### src/rtl/exu_lsu_if.sv
// Load/store unit bus bundle: request channel, response channel and word-aligned memory port.
// Latency: none (signal bundle only).
// Backpressure: valid/ready on request and response; memory side completes on mem_ack.
interface exu_lsu_if #(
    parameter int XLEN = 32
);
    // Request channel (execute stage -> LSU)
    logic              req_valid;
    logic              req_ready;
    logic              req_is_load;
    logic              req_is_store;
    logic [2:0]        req_funct3;
    logic [XLEN-1:0]   req_addr;
    logic [XLEN-1:0]   req_wdata;

    // Response channel (LSU -> execute stage)
    logic              resp_valid;
    logic              resp_ready;
    logic [XLEN-1:0]   resp_rdata;
    logic              resp_err;

    // Memory port (LSU -> memory)
    logic [XLEN-1:0]   mem_addr;
    logic [XLEN-1:0]   mem_wdata;
    logic [XLEN/8-1:0] mem_wmask;
    logic              mem_r_en;
    logic              mem_w_en;
    logic              mem_ack;
    logic [XLEN-1:0]   mem_rdata;

    // LSU view
    modport slave (
        input  req_valid, req_is_load, req_is_store, req_funct3, req_addr, req_wdata,
        output req_ready,
        output resp_valid, resp_rdata, resp_err,
        input  resp_ready,
        output mem_addr, mem_wdata, mem_wmask, mem_r_en, mem_w_en,
        input  mem_ack, mem_rdata
    );

    // Environment view (execute stage plus memory)
    modport master (
        output req_valid, req_is_load, req_is_store, req_funct3, req_addr, req_wdata,
        input  req_ready,
        input  resp_valid, resp_rdata, resp_err,
        output resp_ready,
        input  mem_addr, mem_wdata, mem_wmask, mem_r_en, mem_w_en,
        output mem_ack, mem_rdata
    );
endinterface

### src/rtl/exu_lsu.sv
// Load/store unit: byte/half/word(/double) accesses with extension over a word-aligned memory port.
// Latency: error/no-op 1 cycle to response; memory access strobes next cycle, response 1 cycle after mem_ack.
// Backpressure: one transaction in flight; req_ready low until the response handshakes. Optional LSU_TIMEOUT_EN adds an ack watchdog.
module exu_lsu #(
    parameter int XLEN           = 32,
    parameter int TIMEOUT_CYCLES = 16
) (
    input  logic     clk,
    input  logic     rst,
    exu_lsu_if.slave bus
);
    localparam int NB = XLEN / 8;
    localparam int LW = $clog2(NB);

    if (XLEN != 32 && XLEN != 64) begin : g_bad_xlen
        $error("exu_lsu: XLEN must be 32 or 64");
    end
    if (TIMEOUT_CYCLES < 1) begin : g_bad_timeout
        $error("exu_lsu: TIMEOUT_CYCLES must be at least 1");
    end

    typedef enum logic [1:0] {IDLE, ACCESS, RESP} state_t;

    state_t          state;
    logic [2:0]      f3_q;
    logic [LW-1:0]   lane_q;

    logic [LW-1:0]   req_lane;
    logic            f3_legal;
    logic            misaligned;
    logic            req_err;
    logic            req_mem;
    logic [NB-1:0]   mask_base;
    logic [XLEN-1:0] ld_shift;
    logic [XLEN-1:0] ld_data;
    logic            tmo_hit;

    assign req_lane = bus.req_addr[LW-1:0];

    // Sign or zero extend the low access-size bytes of d according to funct3.
    function automatic logic [XLEN-1:0] extend(input logic [XLEN-1:0] d, input logic [2:0] f3);
        logic [XLEN-1:0] r;
        r = d;
        case (f3[1:0])
            2'b00: if (f3[2]) r = XLEN'(d[7:0]);  else r = XLEN'($signed(d[7:0]));
            2'b01: if (f3[2]) r = XLEN'(d[15:0]); else r = XLEN'($signed(d[15:0]));
            2'b10: if (f3[2]) r = XLEN'(d[31:0]); else r = XLEN'($signed(d[31:0]));
            default: r = d;
        endcase
        return r;
    endfunction

    // Classify the offered request: legal size code, natural alignment, error vs memory access.
    always_comb begin
        f3_legal = 1'b0;
        if (bus.req_is_store) begin
            case (bus.req_funct3)
                3'b000, 3'b001, 3'b010: f3_legal = 1'b1;
                3'b011:                 f3_legal = (XLEN == 64);
                default:                f3_legal = 1'b0;
            endcase
        end else begin
            case (bus.req_funct3)
                3'b000, 3'b001, 3'b010, 3'b100, 3'b101: f3_legal = 1'b1;
                3'b011, 3'b110:                         f3_legal = (XLEN == 64);
                default:                                f3_legal = 1'b0;
            endcase
        end
        case (bus.req_funct3[1:0])
            2'b01:   misaligned = bus.req_addr[0];
            2'b10:   misaligned = |bus.req_addr[1:0];
            2'b11:   misaligned = |bus.req_addr[2:0];
            default: misaligned = 1'b0;
        endcase
        req_err = (bus.req_is_load && bus.req_is_store)
                || ((bus.req_is_load ^ bus.req_is_store) && (!f3_legal || misaligned));
        req_mem = (bus.req_is_load ^ bus.req_is_store) && f3_legal && !misaligned;
    end

    // Unshifted byte-enable pattern: access-size ones starting at lane 0.
    always_comb begin
        mask_base = '0;
        for (int i = 0; i < NB; i++) begin
            mask_base[i] = (i < (1 << bus.req_funct3[1:0]));
        end
    end

    // Align the returned word to the accessed bytes and extend.
    always_comb begin
        ld_shift = bus.mem_rdata >> {lane_q, 3'b000};
        ld_data  = extend(ld_shift, f3_q);
    end

`ifdef LSU_TIMEOUT_EN
    localparam int TW = $clog2(TIMEOUT_CYCLES + 1);
    logic [TW-1:0] tmo_cnt;

    // The final ack-less ACCESS cycle is the one where the count hits TIMEOUT_CYCLES-1.
    assign tmo_hit = (tmo_cnt == TW'(TIMEOUT_CYCLES - 1));

    // Count ACCESS cycles without an acknowledge; restart on every accepted request.
    always_ff @(posedge clk or posedge rst) begin
        if (rst) begin
            tmo_cnt <= '0;
        end else if (state == IDLE) begin
            tmo_cnt <= '0;
        end else if (state == ACCESS && !bus.mem_ack) begin
            tmo_cnt <= tmo_cnt + 1'b1;
        end
    end
`else
    assign tmo_hit = 1'b0;
`endif

    // Transaction FSM with all outputs registered.
    always_ff @(posedge clk or posedge rst) begin
        if (rst) begin
            state          <= IDLE;
            f3_q           <= '0;
            lane_q         <= '0;
            bus.req_ready  <= 1'b0;
            bus.resp_valid <= 1'b0;
            bus.resp_rdata <= '0;
            bus.resp_err   <= 1'b0;
            bus.mem_addr   <= '0;
            bus.mem_wdata  <= '0;
            bus.mem_wmask  <= '0;
            bus.mem_r_en   <= 1'b0;
            bus.mem_w_en   <= 1'b0;
        end else begin
            case (state)
                IDLE: begin
                    bus.req_ready <= 1'b1;
                    if (bus.req_valid && bus.req_ready) begin
                        bus.req_ready <= 1'b0;
                        f3_q          <= bus.req_funct3;
                        lane_q        <= req_lane;
                        if (req_mem) begin
                            state         <= ACCESS;
                            bus.mem_addr  <= {bus.req_addr[XLEN-1:LW], {LW{1'b0}}};
                            bus.mem_r_en  <= bus.req_is_load;
                            bus.mem_w_en  <= bus.req_is_store;
                            bus.mem_wdata <= bus.req_is_store ? (bus.req_wdata << {req_lane, 3'b000}) : '0;
                            bus.mem_wmask <= bus.req_is_store ? (mask_base << req_lane) : '0;
                        end else begin
                            // Errors and no-ops complete without touching memory.
                            state          <= RESP;
                            bus.resp_valid <= 1'b1;
                            bus.resp_err   <= req_err;
                            bus.resp_rdata <= '0;
                        end
                    end
                end
                ACCESS: begin
                    if (bus.mem_ack) begin
                        state          <= RESP;
                        bus.mem_r_en   <= 1'b0;
                        bus.mem_w_en   <= 1'b0;
                        bus.resp_valid <= 1'b1;
                        bus.resp_err   <= 1'b0;
                        bus.resp_rdata <= bus.mem_r_en ? ld_data : '0;
                    end else if (tmo_hit) begin
                        state          <= RESP;
                        bus.mem_r_en   <= 1'b0;
                        bus.mem_w_en   <= 1'b0;
                        bus.resp_valid <= 1'b1;
                        bus.resp_err   <= 1'b1;
                        bus.resp_rdata <= '0;
                    end
                end
                RESP: begin
                    if (bus.resp_ready) begin
                        state          <= IDLE;
                        bus.req_ready  <= 1'b1;
                        bus.resp_valid <= 1'b0;
                        bus.resp_err   <= 1'b0;
                        bus.resp_rdata <= '0;
                    end
                end
                default: begin
                    state         <= IDLE;
                    bus.req_ready <= 1'b0;
                end
            endcase
        end
    end
endmodule

### src/flat_wrapper.sv
// flat-port wrapper written by rule: the top's interface ports become plain ports
module exu_lsu_flat 
#(
    parameter int XLEN           = 32,
    parameter int TIMEOUT_CYCLES = 16
)
  (clk, rst, bus_req_valid, bus_req_is_load, bus_req_is_store, bus_req_funct3, bus_req_addr, bus_req_wdata, bus_req_ready, bus_resp_valid, bus_resp_rdata, bus_resp_err, bus_resp_ready, bus_mem_addr, bus_mem_wdata, bus_mem_wmask, bus_mem_r_en, bus_mem_w_en, bus_mem_ack, bus_mem_rdata);
  exu_lsu_if #(.XLEN(XLEN)) bus_i ();
  input  logic clk;
  input  logic rst;
  input wire logic [$bits(bus_i.req_valid)-1:0] bus_req_valid;
  input wire logic [$bits(bus_i.req_is_load)-1:0] bus_req_is_load;
  input wire logic [$bits(bus_i.req_is_store)-1:0] bus_req_is_store;
  input wire logic [$bits(bus_i.req_funct3)-1:0] bus_req_funct3;
  input wire logic [$bits(bus_i.req_addr)-1:0] bus_req_addr;
  input wire logic [$bits(bus_i.req_wdata)-1:0] bus_req_wdata;
  output wire logic [$bits(bus_i.req_ready)-1:0] bus_req_ready;
  output wire logic [$bits(bus_i.resp_valid)-1:0] bus_resp_valid;
  output wire logic [$bits(bus_i.resp_rdata)-1:0] bus_resp_rdata;
  output wire logic [$bits(bus_i.resp_err)-1:0] bus_resp_err;
  input wire logic [$bits(bus_i.resp_ready)-1:0] bus_resp_ready;
  output wire logic [$bits(bus_i.mem_addr)-1:0] bus_mem_addr;
  output wire logic [$bits(bus_i.mem_wdata)-1:0] bus_mem_wdata;
  output wire logic [$bits(bus_i.mem_wmask)-1:0] bus_mem_wmask;
  output wire logic [$bits(bus_i.mem_r_en)-1:0] bus_mem_r_en;
  output wire logic [$bits(bus_i.mem_w_en)-1:0] bus_mem_w_en;
  input wire logic [$bits(bus_i.mem_ack)-1:0] bus_mem_ack;
  input wire logic [$bits(bus_i.mem_rdata)-1:0] bus_mem_rdata;
  assign bus_i.req_valid = bus_req_valid;
  assign bus_i.req_is_load = bus_req_is_load;
  assign bus_i.req_is_store = bus_req_is_store;
  assign bus_i.req_funct3 = bus_req_funct3;
  assign bus_i.req_addr = bus_req_addr;
  assign bus_i.req_wdata = bus_req_wdata;
  assign bus_req_ready = bus_i.req_ready;
  assign bus_resp_valid = bus_i.resp_valid;
  assign bus_resp_rdata = bus_i.resp_rdata;
  assign bus_resp_err = bus_i.resp_err;
  assign bus_i.resp_ready = bus_resp_ready;
  assign bus_mem_addr = bus_i.mem_addr;
  assign bus_mem_wdata = bus_i.mem_wdata;
  assign bus_mem_wmask = bus_i.mem_wmask;
  assign bus_mem_r_en = bus_i.mem_r_en;
  assign bus_mem_w_en = bus_i.mem_w_en;
  assign bus_i.mem_ack = bus_mem_ack;
  assign bus_i.mem_rdata = bus_mem_rdata;
  exu_lsu #(.XLEN(XLEN), .TIMEOUT_CYCLES(TIMEOUT_CYCLES)) u_core (.clk(clk), .rst(rst), .bus(bus_i));
endmodule
### config.mk
export PLATFORM = sky130hd
export DESIGN_NAME = exu_lsu_flat
export DESIGN_NICKNAME = d
export VERILOG_FILES = /design/src/rtl/exu_lsu_if.sv /design/src/rtl/exu_lsu.sv /design/src/flat_wrapper.sv
export SDC_FILE = /design/constraint.sdc
export NUM_CORES = 1
export LEC_CHECK = 0
export BUFFER_PORTS_ARGS = -buffer_cell sky130_fd_sc_hd__buf_2
export CORE_MARGIN = 2
export CORE_UTILIZATION = 39
export DETAILED_ROUTE_END_ITERATION = 12
export PLACE_DENSITY = 0.67
export SLEW_MARGIN = 20
export SYNTH_ARGS = -nofsm -noshare
export SYNTH_HDL_FRONTEND = slang
export SYNTH_SLANG_ARGS = --single-unit
### constraint.sdc
create_clock -name clk -period 4.1 [get_ports clk]
set_clock_uncertainty 0.05 [all_clocks]
set_input_delay 0 -clock clk [delete_from_list [all_inputs] [get_ports clk]]
set_output_delay 0 -clock clk [all_outputs]
set_load 0.03 [all_outputs]
After elaboration in Yosys (flattened, before gate mapping)

Index checks and enable logic that the tools add are counted.

Logic and storage cells: 99
Bits in latches: 0
Flip-flop bits (word level): 110
Memories: 0
Bits in writable memories: 0
Memory bits (read-only): 0
Output and inout bits: 105
Input port bits: 106

Add/sub/neg operators: 0
Eq/ne operators: 15
Muxes and demuxes: 38
Shifts and indexed selects: 4
Bitwise gates (word level): 2
$mul: 0
Reduce and logical (&&, ||, !) cells: 24
Div/mod/pow operators: 0
$lt $le $gt $ge: 4

Operators by type and width:

| cell                 | number |
|---|---|
| $mux 32              | 8 |
| $pmux 32 s3          | 1 |
| $lt 3x32->1 const A  | 2 |
| $pmux 32 s2          | 1 |
| $lt 1x32->1 const A  | 1 |
| $lt 2x32->1 const A  | 1 |
| $shl 1x2->32 const A | 1 |
| $shl 32x5->32        | 1 |
| $shr 32x5->32        | 1 |
| $mux 1               | 16 |
| $pmux 1 s3           | 4 |
| $mux 2               | 4 |
| $eq 2x1->1 const B   | 3 |
| $eq 2x2->1 const B   | 3 |
| $eq 3x3->1 const B   | 2 |
| $ne 2x2->1 const B   | 3 |
| $pmux 2 s3           | 1 |
| $reduce_and 3->1     | 2 |
| $reduce_or 3->1      | 2 |
| $logic_and 1x1->1    | 5 |
| $reduce_and 5->1     | 1 |
| $reduce_or 5->1      | 1 |
| $logic_not 2->1      | 2 |
| $mux 4               | 1 |
| 15 further kinds     | 20 |

Longest topological paths before layout

Gate-level depths: netlist of run 1.

Depth in word-level cells: 11
Depth in mapped cells: 8
Mapped depth without buffers: 6

Worst setup path before layout of run 1

OpenSTA, ideal clock, no wires.

Path type: register to register
Start point: register u_core.state[0]
End point: register u_core.bus.resp_rdata[0]
Required time: 3922 ps
Period minus slack after synthesis: 2101 ps
Path buffers: 1
Arrival: 1924 ps
Library setup time: 128 ps
Slack: 1999 ps
Stages on the path, launching flop included: 8
Path through: dfrtp_1 > inv_1 > ha_1 > a21boi_4 > nor4_4 > nand2_4 > buf_6 > mux2_1

Longest elaborated chain between the ends: 3
Elaborated cells on any way between the ends: 10
Classes of those cells: eq/ne: 6; mux: 1; reduce/logical: 3

RTL lines:

| item                                                | line             | RTL |
|---|---|---|
| from (decl)                                         | exu_lsu.sv:24    | `state_t state;` |
| from (signal assigned)                              | exu_lsu.sv:118   | `state <= IDLE;` |
| from (signal assigned)                              | exu_lsu.sv:139   | `state <= ACCESS;` |
| from (signal assigned)                              | exu_lsu.sv:147   | `state <= RESP;` |
| $eq 2x1->1 (tied with other cells)                  | exu_lsu.sv:131   | `case (state)` |
| $ne 2x2->1 (no source line) (tied with other cells) | --               |  |
| $reduce_and 5->1 (no source line)                   | --               |  |
| to (signal assigned)                                | exu_lsu.sv:161   | `bus.resp_rdata <= bus.mem_r_en ? ld_data : '0;` |
| to (decl)                                           | exu_lsu_if.sv:35 | `output resp_valid, resp_rdata, resp_err,` |

Parallel ways exist; a longest one is shown, timed or not.
A chain may end at the register's enable or synchronous reset.

Worst setup path in the final report of run 1

Start point: register u_core.state[0]
End point: register u_core.bus.resp_rdata[29]

Same word-level chain as after synthesis.

==> impl_metrics.json, run 1 <==
{
  "grt-ovfl-total": 0,
  "cts.sinks": 110,
  "clk_pin_slew_ps": 80,
  "worstSetupStartpointType": "flip-flop",
  "async_flop_share_pct": 100,
  "drtIter0Drc": 217,
  "fmax_mhz": 399,
  "start_util_pct": 39.4,
  "die_w_um": 124,
  "drive_above_1_share_pct": 34.6,
  "ctsResizeCount": 0,
  "wl_per_cell_um": 17.6,
  "cts_tree": "done",
  "cp_slowest_cell": "nor4_4",
  "core_area_um2": 14400,
  "ys.flop_type": "dfrtp_1",
  "fin_crit_ps": 2510,
  "netlist_area_um2": 5660,
  "ys.warnings.count": 0,
  "layout.cells.non_filler": 936,
  "synthXorXnorAreaFrac_pct": 0,
  "via_per_inst": 5.27,
  "post_cts_buffers": 0,
  "finalSetupTns_ps": 0,
  "ant_nets": 0,
  "required_ps": 4300,
  "final_common_cell": "buf_2",
  "leakage_nw": 3.78,
  "cp-end-kind": "flip-flop",
  "ys_seq_area_share_pct": 48.6,
  "cts_buffers": 9,
  "rsz0062_at_grt": "false",
  "grt_pass1_wl_mm": 27.1,
  "dp_hpwl_mm": 11.6,
  "crit_buf_inv": 1,
  "post-place-ws_ps": 1320,
  "grt_max_degree": 103,
  "synth_compound_area_share_pct": 19.7,
  "area_growth_pct": 34.4,
  "clk-insertion-delay-late_ps": 360,
  "ir_worst_vdd_mv": 0.293,
  "antenna_found_initial": 0,
  "cp_cell_sequence": "inv_1 > ha_1 > a21boi_4 > nor4_4 > nand2_4 > o41ai_2",
  "final_cell_mix": "buf_2 (208), dfrtp_1 (108), nand2_1 (57), dlygate4sd3_1 (49), mux2_1 (38)",
  "n_antenna_cell": 0,
  "synth_edf_count": 0,
  "worst_path_largest_cell_delay_ps": 520,
  "tightest_slew_ps": 956,
  "die_y_um": 124,
  "max_cap_viol_count": 0,
  "status": "complete, no violations",
  "fin_ws_ps": 1590,
  "grt_usage_pct": 21.7,
  "crit_family": "simple AND/OR/NAND/NOR gates",
  "routed_wl_mm": 16.5,
  "synthAdderAreaFrac_pct": 1.11,
  "route.detailed.drc": 0,
  "htreeDepth": 3,
  "slew_headroom_pct": 36.3,
  "grt_pass1_vias": 5242,
  "vias": 4935,
  "first_pass_iters": 4,
  "finalCritPeriodShare_pct": 61.2,
  "ios": 211,
  "io_buffers": 208,
  "nNetsFinal": 858,
  "synthSimpleGateAreaFrac_pct": 10.1,
  "gp_congestion": 0.855,
  "synth_cells": 517,
  "hold_viol": 0,
  "die_area_um2": 15500,
  "clock-root-buffer": "clkbuf_16",
  "syn_area_per_cell_um2": 10.9,
  "power.density_nw_per_um2": 635,
  "cp_max_fo": 34,
  "postCtsHoldBufs": 49,
  "dp_cells": 871,
  "muxShareOfSynthArea_pct": 16.6,
  "worstSetupPathType": "flip-flop to flip-flop",
  "synth_top_family_by_area": "compound AO/OA/AOI/OAI gates",
  "min_path_type": "input port to flip-flop",
  "ys_ff_latch": 110,
  "synth.distinct_cells": 48,
  "row_count": 44,
  "slew_viol_final": 0,
  "cts_buffer_depth": 2,
  "setup_viol": 0,
  "arrival_ps": 2710
}
[through the flow]
stage,total power [mW],hold slack (ps),cell area [um^2],util (%)
after floorplan,3.24,77.3,5660,-
after global placement,3.75,162,6780,47.2
after detailed placement,3.82,166,6780,47.2
after CTS,4.86,2.48,7610,52.9
after global routing,5.12,34.3,7610,53.0
final,4.83,12.7,7610,53.0
[cell usage after synthesis (2+ instances only)]
master | count | area share (%)
nand4_1 | 8 | 0.88
nor2b_1 | 13 | 1.4
nor2_1 | 15 | 0.99
a211oi_1 | 15 | 2.0
inv_1 | 4 | 0.27
buf_6 | 2 | 0.40
buf_4 | 4 | 0.53
mux2i_1 | 34 | 6.0
mux2_1 | 38 | 7.6
nor3_1 | 3 | 0.27
dfrtp_1 | 110 | 49
nand3_1 | 2 | 0.18
a22o_1 | 3 | 0.46
nand2_1 | 57 | 3.8
o21ai_0 | 28 | 2.5
a21oi_1 | 11 | 0.97
o41ai_2 | 8 | 2.3
mux2_2 | 13 | 2.6
o21ai_1 | 28 | 2.5
ha_1 | 5 | 1.1
o31ai_1 | 9 | 1.2
a21boi_0 | 8 | 1.1
clkbuf_1 | 18 | 1.2
o211ai_1 | 10 | 1.3
nor4_4 | 2 | 0.75
o2bb2ai_1 | 23 | 3.6
buf_2 | 10 | 0.88
and2_1 | 8 | 0.88
buf_1 | 9 | 0.60
[state kept, by name, indices dropped and copies added (netlist names)]
signal and flops:
u_core.bus.resp_valid 1, u_core.lane_q 2, u_core.bus.mem_wmask 4, u_core.bus.resp_err 1
u_core.bus.mem_r_en 1, u_core.bus.mem_wdata 32, u_core.f3_q 3, u_core.bus.req_ready 1
u_core.state 2, u_core.bus.mem_w_en 1, u_core.bus.resp_rdata 32, u_core.bus.mem_addr 30
[power breakdown]
part           switching [mW]  internal [mW]  total (mW)
registers               0.312           1.41        1.72
logic                    1.39          0.723        2.11
clock network           0.451          0.552        1.00
[cell type report]
class,instances,area (um^2)
fillers,1273,6760
repair buffers,261,1570
clock inverters,7,115
inverters,4,17.5
clock buffers,9,225
flip-flops and latches,110,2760
well taps,184,230
multi-input cells,361,2690
[metal layers]
layer | GRT usage, % | part of all wire, %
met4 | 8.59 | 2.6
met2 | 37.1 | 50
met5 | 0 | 0
met1 | 26.5 | 42
met3 | 4.90 | 6.1
[worst paths after layout]
check / start / end / slack, ps / depth (start not counted)
max: u_core.state[0]$_DFFE_PP0P_ / u_core.bus.resp_rdata[29]$_DFFE_PP0P_ / 1590 / 6
min: bus_req_wdata[26] / u_core.bus.mem_wdata[26]$_DFFE_PP0P_ / 10 / 4
max reg2reg: u_core.state[0]$_DFFE_PP0P_ / u_core.bus.resp_rdata[29]$_DFFE_PP0P_ / 1590 / 6
min reg2reg: u_core.bus.mem_wdata[9]$_DFFE_PP0P_ / u_core.bus.mem_wdata[9]$_DFFE_PP0P_ / 430 / 2
max in group asynchronous: rst / u_core.lane_q[1]$_DFFE_PP0P_ / 2590 / 4
min in group asynchronous: rst / u_core.bus.mem_addr[23]$_DFFE_PP0P_ / 340 / 3
[worst reg2reg max path, stage by stage, from the launching register on]
cell,delay (ps)
dfrtp_1,380
inv_1,90
ha_1,290
a21boi_4,190
nor4_4,520
nand2_4,400
o41ai_2,480
[cell families after synthesis]
kind of cell             after synthesis
multiplexers                          86
adder cells (fa/ha/maj)                5
AO/OA/AOI/OAI                        153
AND/OR/NAND/NOR                      115
flip-flops                           110
other                                  1
buffers and inverters                 47
(Power assumes the default switching activity.)
==> run 2: changes to the inputs <==
Settings changed: PLACE_DENSITY 0.67 to 0.69.
Clock period 4.1 ns to 2.3 ns, I/O delays scaled along.
==> impl_metrics.json, run 2 (synthesized netlist as in run 1, its figures left out) <==
{
  "worstSetupEndpoint": "u_core.bus.resp_rdata[9]$_DFFE_PP0P_",
  "fin_ws_ps": 171,
  "routed_wl_mm": 16.4,
  "core_area_um2": 14400,
  "p_switching_mw": 3.85,
  "grt_pass1_wl_mm": 26.6,
  "power.total_mw": 8.65,
  "grt_max_degree": 57,
  "nNetsFinal": 873,
  "die_w_um": 124,
  "worst-r2r-setup-slack_ps": 170,
  "cts.sinks": 110,
  "cp_slowest_cell": "dfrtp_1",
  "p_clk_share_pct": 19.0,
  "fin_area_um2": 7740,
  "antenna_found_initial": 0,
  "seqPwrFrac_pct": 33.3,
  "top_regs": "u_core.bus.mem_wdata x32, u_core.bus.resp_rdata x32, u_core.bus.mem_addr x30",
  "crit_family": "simple AND/OR/NAND/NOR gates",
  "final_cell_mix": "buf_2 (208), dfrtp_1 (110), nand2_1 (57), dlygate4sd3_1 (51), mux2_1 (38)",
  "start_util_pct": 39.4,
  "ir_worst_vdd_mv": 0.510,
  "die_area_um2": 15500,
  "route.detailed.drc": 0,
  "htreeDepth": 3,
  "grt-ovfl-total": 0,
  "ios": 211,
  "fin_crit_ps": 2130,
  "finalSetupTns_ps": 0,
  "ant_nets": 0,
  "worstSetupPathType": "flip-flop to flip-flop",
  "gp_congestion": 0.900,
  "grt_pass1_vias": 5254,
  "power.density_nw_per_um2": 1120,
  "drtIter0Drc": 260,
  "die_y_um": 124,
  "timing.rr.end": "u_core.bus.resp_rdata[9]$_DFFE_PP0P_",
  "cp.depth": 7,
  "cp-end-kind": "flip-flop",
  "rr_startpoint": "u_core.state[0]$_DFFE_PP0P_",
  "area_growth_pct": 36.8,
  "ff2ff_path_depth": 7,
  "cp_cell_sequence": "inv_1 > ha_1 > nor2b_1 > nor4_4 > buf_4 > nand3_1 > o2bb2ai_1",
  "fmax_mhz": 470,
  "finalCritPeriodShare_pct": 92.6,
  "layout.cells.non_filler": 951,
  "power_frac_comb_pct": 47.7,
  "dp_cells": 884,
  "p_sw_share_pct": 44.5,
  "clk_pin_slew_ps": 70,
  "whs_ps": 16.2,
  "top_usage_layer": "met2",
  "dp_hpwl_mm": 12.1,
  "first_pass_iters": 5,
  "leakage_nw": 3.85,
  "clk-insertion-delay-late_ps": 350,
  "crit_buf_inv": 2,
  "via_per_inst": 5.31,
  "worstSetupStartpointType": "flip-flop",
  "clock-root-buffer": "clkbuf_16",
  "wl_per_cell_um": 17.2,
  "finish.utilization_pct": 53.9,
  "io_buffers": 208,
  "slew_viol_final": 0,
  "min_path_type": "input port to flip-flop",
  "final_common_cell": "buf_2",
  "required_ps": 2510,
  "p_int_mw": 4.80,
  "grt_use_met1_pct": 24.4,
  "worst_path_largest_cell_delay_ps": 380,
  "slew_headroom_pct": 40.8,
  "cp_max_fo": 9,
  "tightest_slew_ps": 889,
  "setup_viol": 0,
  "n_antenna_cell": 0,
  "vias": 5050,
  "use_met2_pct": 37.7,
  "placed_cell_area_um2": 6910,
  "grt_use_met3_pct": 4.73,
  "cp-startpoint": "u_core.state[0]$_DFFE_PP0P_",
  "hold_viol": 0,
  "post-place-ws_ps": 99.4,
  "cts_buffer_depth": 2,
  "row_count": 44,
  "cts_buffers": 9,
  "rsz0062_at_grt": "false",
  "drive_above_1_share_pct": 35.7,
  "max_cap_viol_count": 0,
  "arrival_ps": 2340,
  "status": "complete, no violations",
  "cts_tree": "done",
  "grt_usage_pct": 21.1
}
-- run 2: cell type report --
class | count | area [um^2]
clock buffer | 9 | 225
multi-input combinational | 361 | 2700
sequential | 110 | 2750
clock inverter | 7 | 86.3
fill | 1262 | 6630
timing repair buffer | 276 | 1730
inverter | 4 | 18.8
tap | 184 | 230
-- run 2: worst min-delay path, cell delays in order --
cell     delay (ps)
buf_2            90
mux2i_1          90
o31ai_1         200
-- run 2: timing repair --
action,in CTS,in global routing
setup endpoints to repair,0,36
buffers inserted,0,0
hold endpoints to repair,81,0
gates resized for setup,0,4
hold buffers,51,0
-- run 2: worst min-delay path by stage --
stage / from / end / slack, ps / cells after the start
after floorplan: bus_req_wdata[0] / u_core.bus.mem_wdata[0]$_DFFE_PP0P_ / 80 / 2
after global placement: rst / u_core.lane_q[0]$_DFFE_PP0P_ / 100 / 2
after detailed placement: rst / u_core.f3_q[0]$_DFFE_PP0P_ / 100 / 2
after CTS: bus_req_wdata[14] / u_core.bus.mem_wdata[22]$_DFFE_PP0P_ / 20 / 4
after global routing: bus_req_wdata[14] / u_core.bus.mem_wdata[22]$_DFFE_PP0P_ / 40 / 4
final: bus_req_wdata[14] / u_core.bus.mem_wdata[14]$_DFFE_PP0P_ / 20 / 3
-- run 2: metal layers --
metal  vias up  share of wire [%]
met5         -                  0
met4         0                2.9
met3        34                6.4
met2       202                 51
met1      2433                 40
li1       2381                  -
-- run 2: power by group through the flow --
stage                     logic (mW)  registers [mW]  clock network (mW)
final                           4.13            2.88                1.64
after global routing            4.45            2.95                1.74
after CTS                       4.12            2.88                1.69
after detailed placement        4.05            2.91                   0
after global placement          3.95            2.87                   0
after floorplan                 1.90            3.88                   0
==> run 3: changes to the inputs <==
Settings changed: PLACE_DENSITY 0.69 to 0.8, REMOVE_ABC_BUFFERS set to 1.
==> impl_metrics.json, run 3 (synthesized netlist as in run 1, its figures left out) <==
{
  "worst-r2r-setup-slack_ps": 140,
  "cp_cell_sequence": "inv_1 > ha_1 > a21boi_4 > or4_1 > o21ai_0 > o41ai_2",
  "min_path_cells": 4,
  "worst_path_largest_cell_delay_ps": 650,
  "cp-end-kind": "flip-flop",
  "clock-root-buffer": "clkbuf_16",
  "die_w_um": 124,
  "htreeDepth": 3,
  "first_pass_iters": 5,
  "status": "complete, no violations",
  "cts_buffer_depth": 2,
  "die_y_um": 124,
  "slew_headroom_pct": 36.9,
  "tightest_slew_ps": 944,
  "p_sw_share_pct": 44.1,
  "top_regs": "u_core.bus.mem_wdata x32, u_core.bus.resp_rdata x32, u_core.bus.mem_addr x30",
  "final_cell_mix": "buf_2 (208), dfrtp_1 (110), nand2_1 (57), dlygate4sd3_1 (53), mux2_1 (38)",
  "finish.utilization_pct": 53.9,
  "route.detailed.drc": 0,
  "fmax_mhz": 463,
  "rr_startpoint": "u_core.state[0]$_DFFE_PP0P_",
  "core_area_um2": 14400,
  "leakage_nw": 3.86,
  "power.total_mw": 8.55,
  "ios": 211,
  "cts_buffers": 9,
  "cp_slowest_cell": "or4_1",
  "worstSetupStartpointType": "flip-flop",
  "ant_nets": 0,
  "die_area_um2": 15500,
  "io_buffers": 208,
  "cp_max_fo": 10,
  "start_util_pct": 39.4,
  "fillers": 1236,
  "multi_input_area_um2": 2700,
  "p_clk_share_pct": 18.0,
  "min_path_type": "input port to flip-flop",
  "ff2ff_path_depth": 6,
  "required_ps": 2470,
  "p_int_mw": 4.78,
  "clk-insertion-delay-late_ps": 350,
  "antenna_found_initial": 0,
  "dp_hpwl_mm": 11.3,
  "wl_per_cell_um": 17.2,
  "grt_max_degree": 59,
  "grt_pass1_wl_mm": 26.8,
  "grt_pass1_vias": 5065,
  "seqPwrFrac_pct": 33.5,
  "final_common_cell": "buf_2",
  "max_cap_viol_count": 0,
  "p_switching_mw": 3.77,
  "power_frac_comb_pct": 48.5,
  "gp_congestion": 0.837,
  "ir_worst_vdd_mv": 0.617,
  "via_per_inst": 5.33,
  "power.density_nw_per_um2": 1100,
  "arrival_ps": 2330,
  "vias": 5091,
  "crit_buf_inv": 1,
  "hold_viol": 0,
  "cts.sinks": 110,
  "worstSetupPathType": "flip-flop to flip-flop",
  "worstSetupEndpoint": "u_core.bus.resp_rdata[28]$_DFFE_PP0P_",
  "cts_tree": "done",
  "seqCellArea_um2": 2750,
  "setup_viol": 0,
  "slew_viol_final": 0,
  "area_growth_pct": 36.9,
  "fin_crit_ps": 2160,
  "post-place-ws_ps": 175,
  "finalCritPeriodShare_pct": 93.9,
  "grt_usage_pct": 21.6,
  "drtIter0Drc": 362,
  "cp-startpoint": "u_core.state[0]$_DFFE_PP0P_",
  "fin_ws_ps": 139,
  "timing.rr.end": "u_core.bus.resp_rdata[28]$_DFFE_PP0P_",
  "row_count": 44,
  "cp.depth": 6,
  "clk_pin_slew_ps": 70,
  "hold_start": "bus_req_wdata[29]",
  "crit_family": "simple AND/OR/NAND/NOR gates",
  "n_antenna_cell": 0,
  "drive_above_1_share_pct": 35.1,
  "nNetsFinal": 879,
  "grt-ovfl-total": 0,
  "routed_wl_mm": 16.4,
  "rsz0062_at_grt": "true"
}
==> run 3: per-stage QoR <==
step                      instances  cell area (um^2)  hold slack [ps]  setup TNS (ps)
final                           956              7750             19.3               0
after global routing            956              7750             34.7           -24.1
after CTS                       956              7740             5.72               0
after detailed placement        888              6930             5.42               0
after global placement          888              6930             2.35               0
after floorplan                 475              5460             77.3         -231180
==> run 3: routing by layer <==
layer  up-vias  global-route usage, %  wire length [um]
met5         -                      0                 0
met4         0                   6.81               337
met3        23                   6.40              1310
met2       216                   34.9              7830
met1      2456                   27.9              6970
li1       2396                      -                 -
==> run 3: power by group through the flow <==
stage	clock network [mW]	logic (mW)	registers [mW]
floorplan	0	1.56	4.04
global placement	0	3.99	2.86
detailed placement	0	4.05	2.88
CTS	1.59	4.12	2.86
global route	1.66	4.48	2.94
finish	1.53	4.15	2.86
==> run 3: layout make-up <==
cell class / count / area share [%]
Clock inverter: 3 / 0.597
Sequential cell: 110 / 35.5
Timing Repair Buffer: 282 / 22.8
Multi-Input combinational cell: 361 / 34.9
Clock buffer: 12 / 3.05
Inverter: 4 / 0.226
Tap cell: 184 / 2.97
==> run 3: worst min path at each step <==
stage / end / slack, ps
after floorplan: u_core.bus.mem_wdata[0]$_DFFE_PP0P_ / 80
after global placement: u_core.bus.mem_addr[29]$_DFFE_PP0P_ / 2
after detailed placement: u_core.bus.mem_addr[29]$_DFFE_PP0P_ / 5
after CTS: u_core.bus.mem_wdata[29]$_DFFE_PP0P_ / 6
after global routing: u_core.bus.mem_wdata[24]$_DFFE_PP0P_ / 30
final: u_core.bus.mem_wdata[29]$_DFFE_PP0P_ / 20
==> run 3: what timing repair did <==
action	4_1_cts	5_1_grt
hold buffers	53	0
gates resized for setup	0	1
setup endpoints to repair	0	8
endpoints found under the hold margin	91	0
setup buffers	0	0
==> run 3: worst reg2reg max path, cell delays in order (launching register included) <==
cell,delay (ps)
dfrtp_1,380
inv_1,80
ha_1,290
a21boi_4,190
or4_1,650
o21ai_0,280
o41ai_2,110
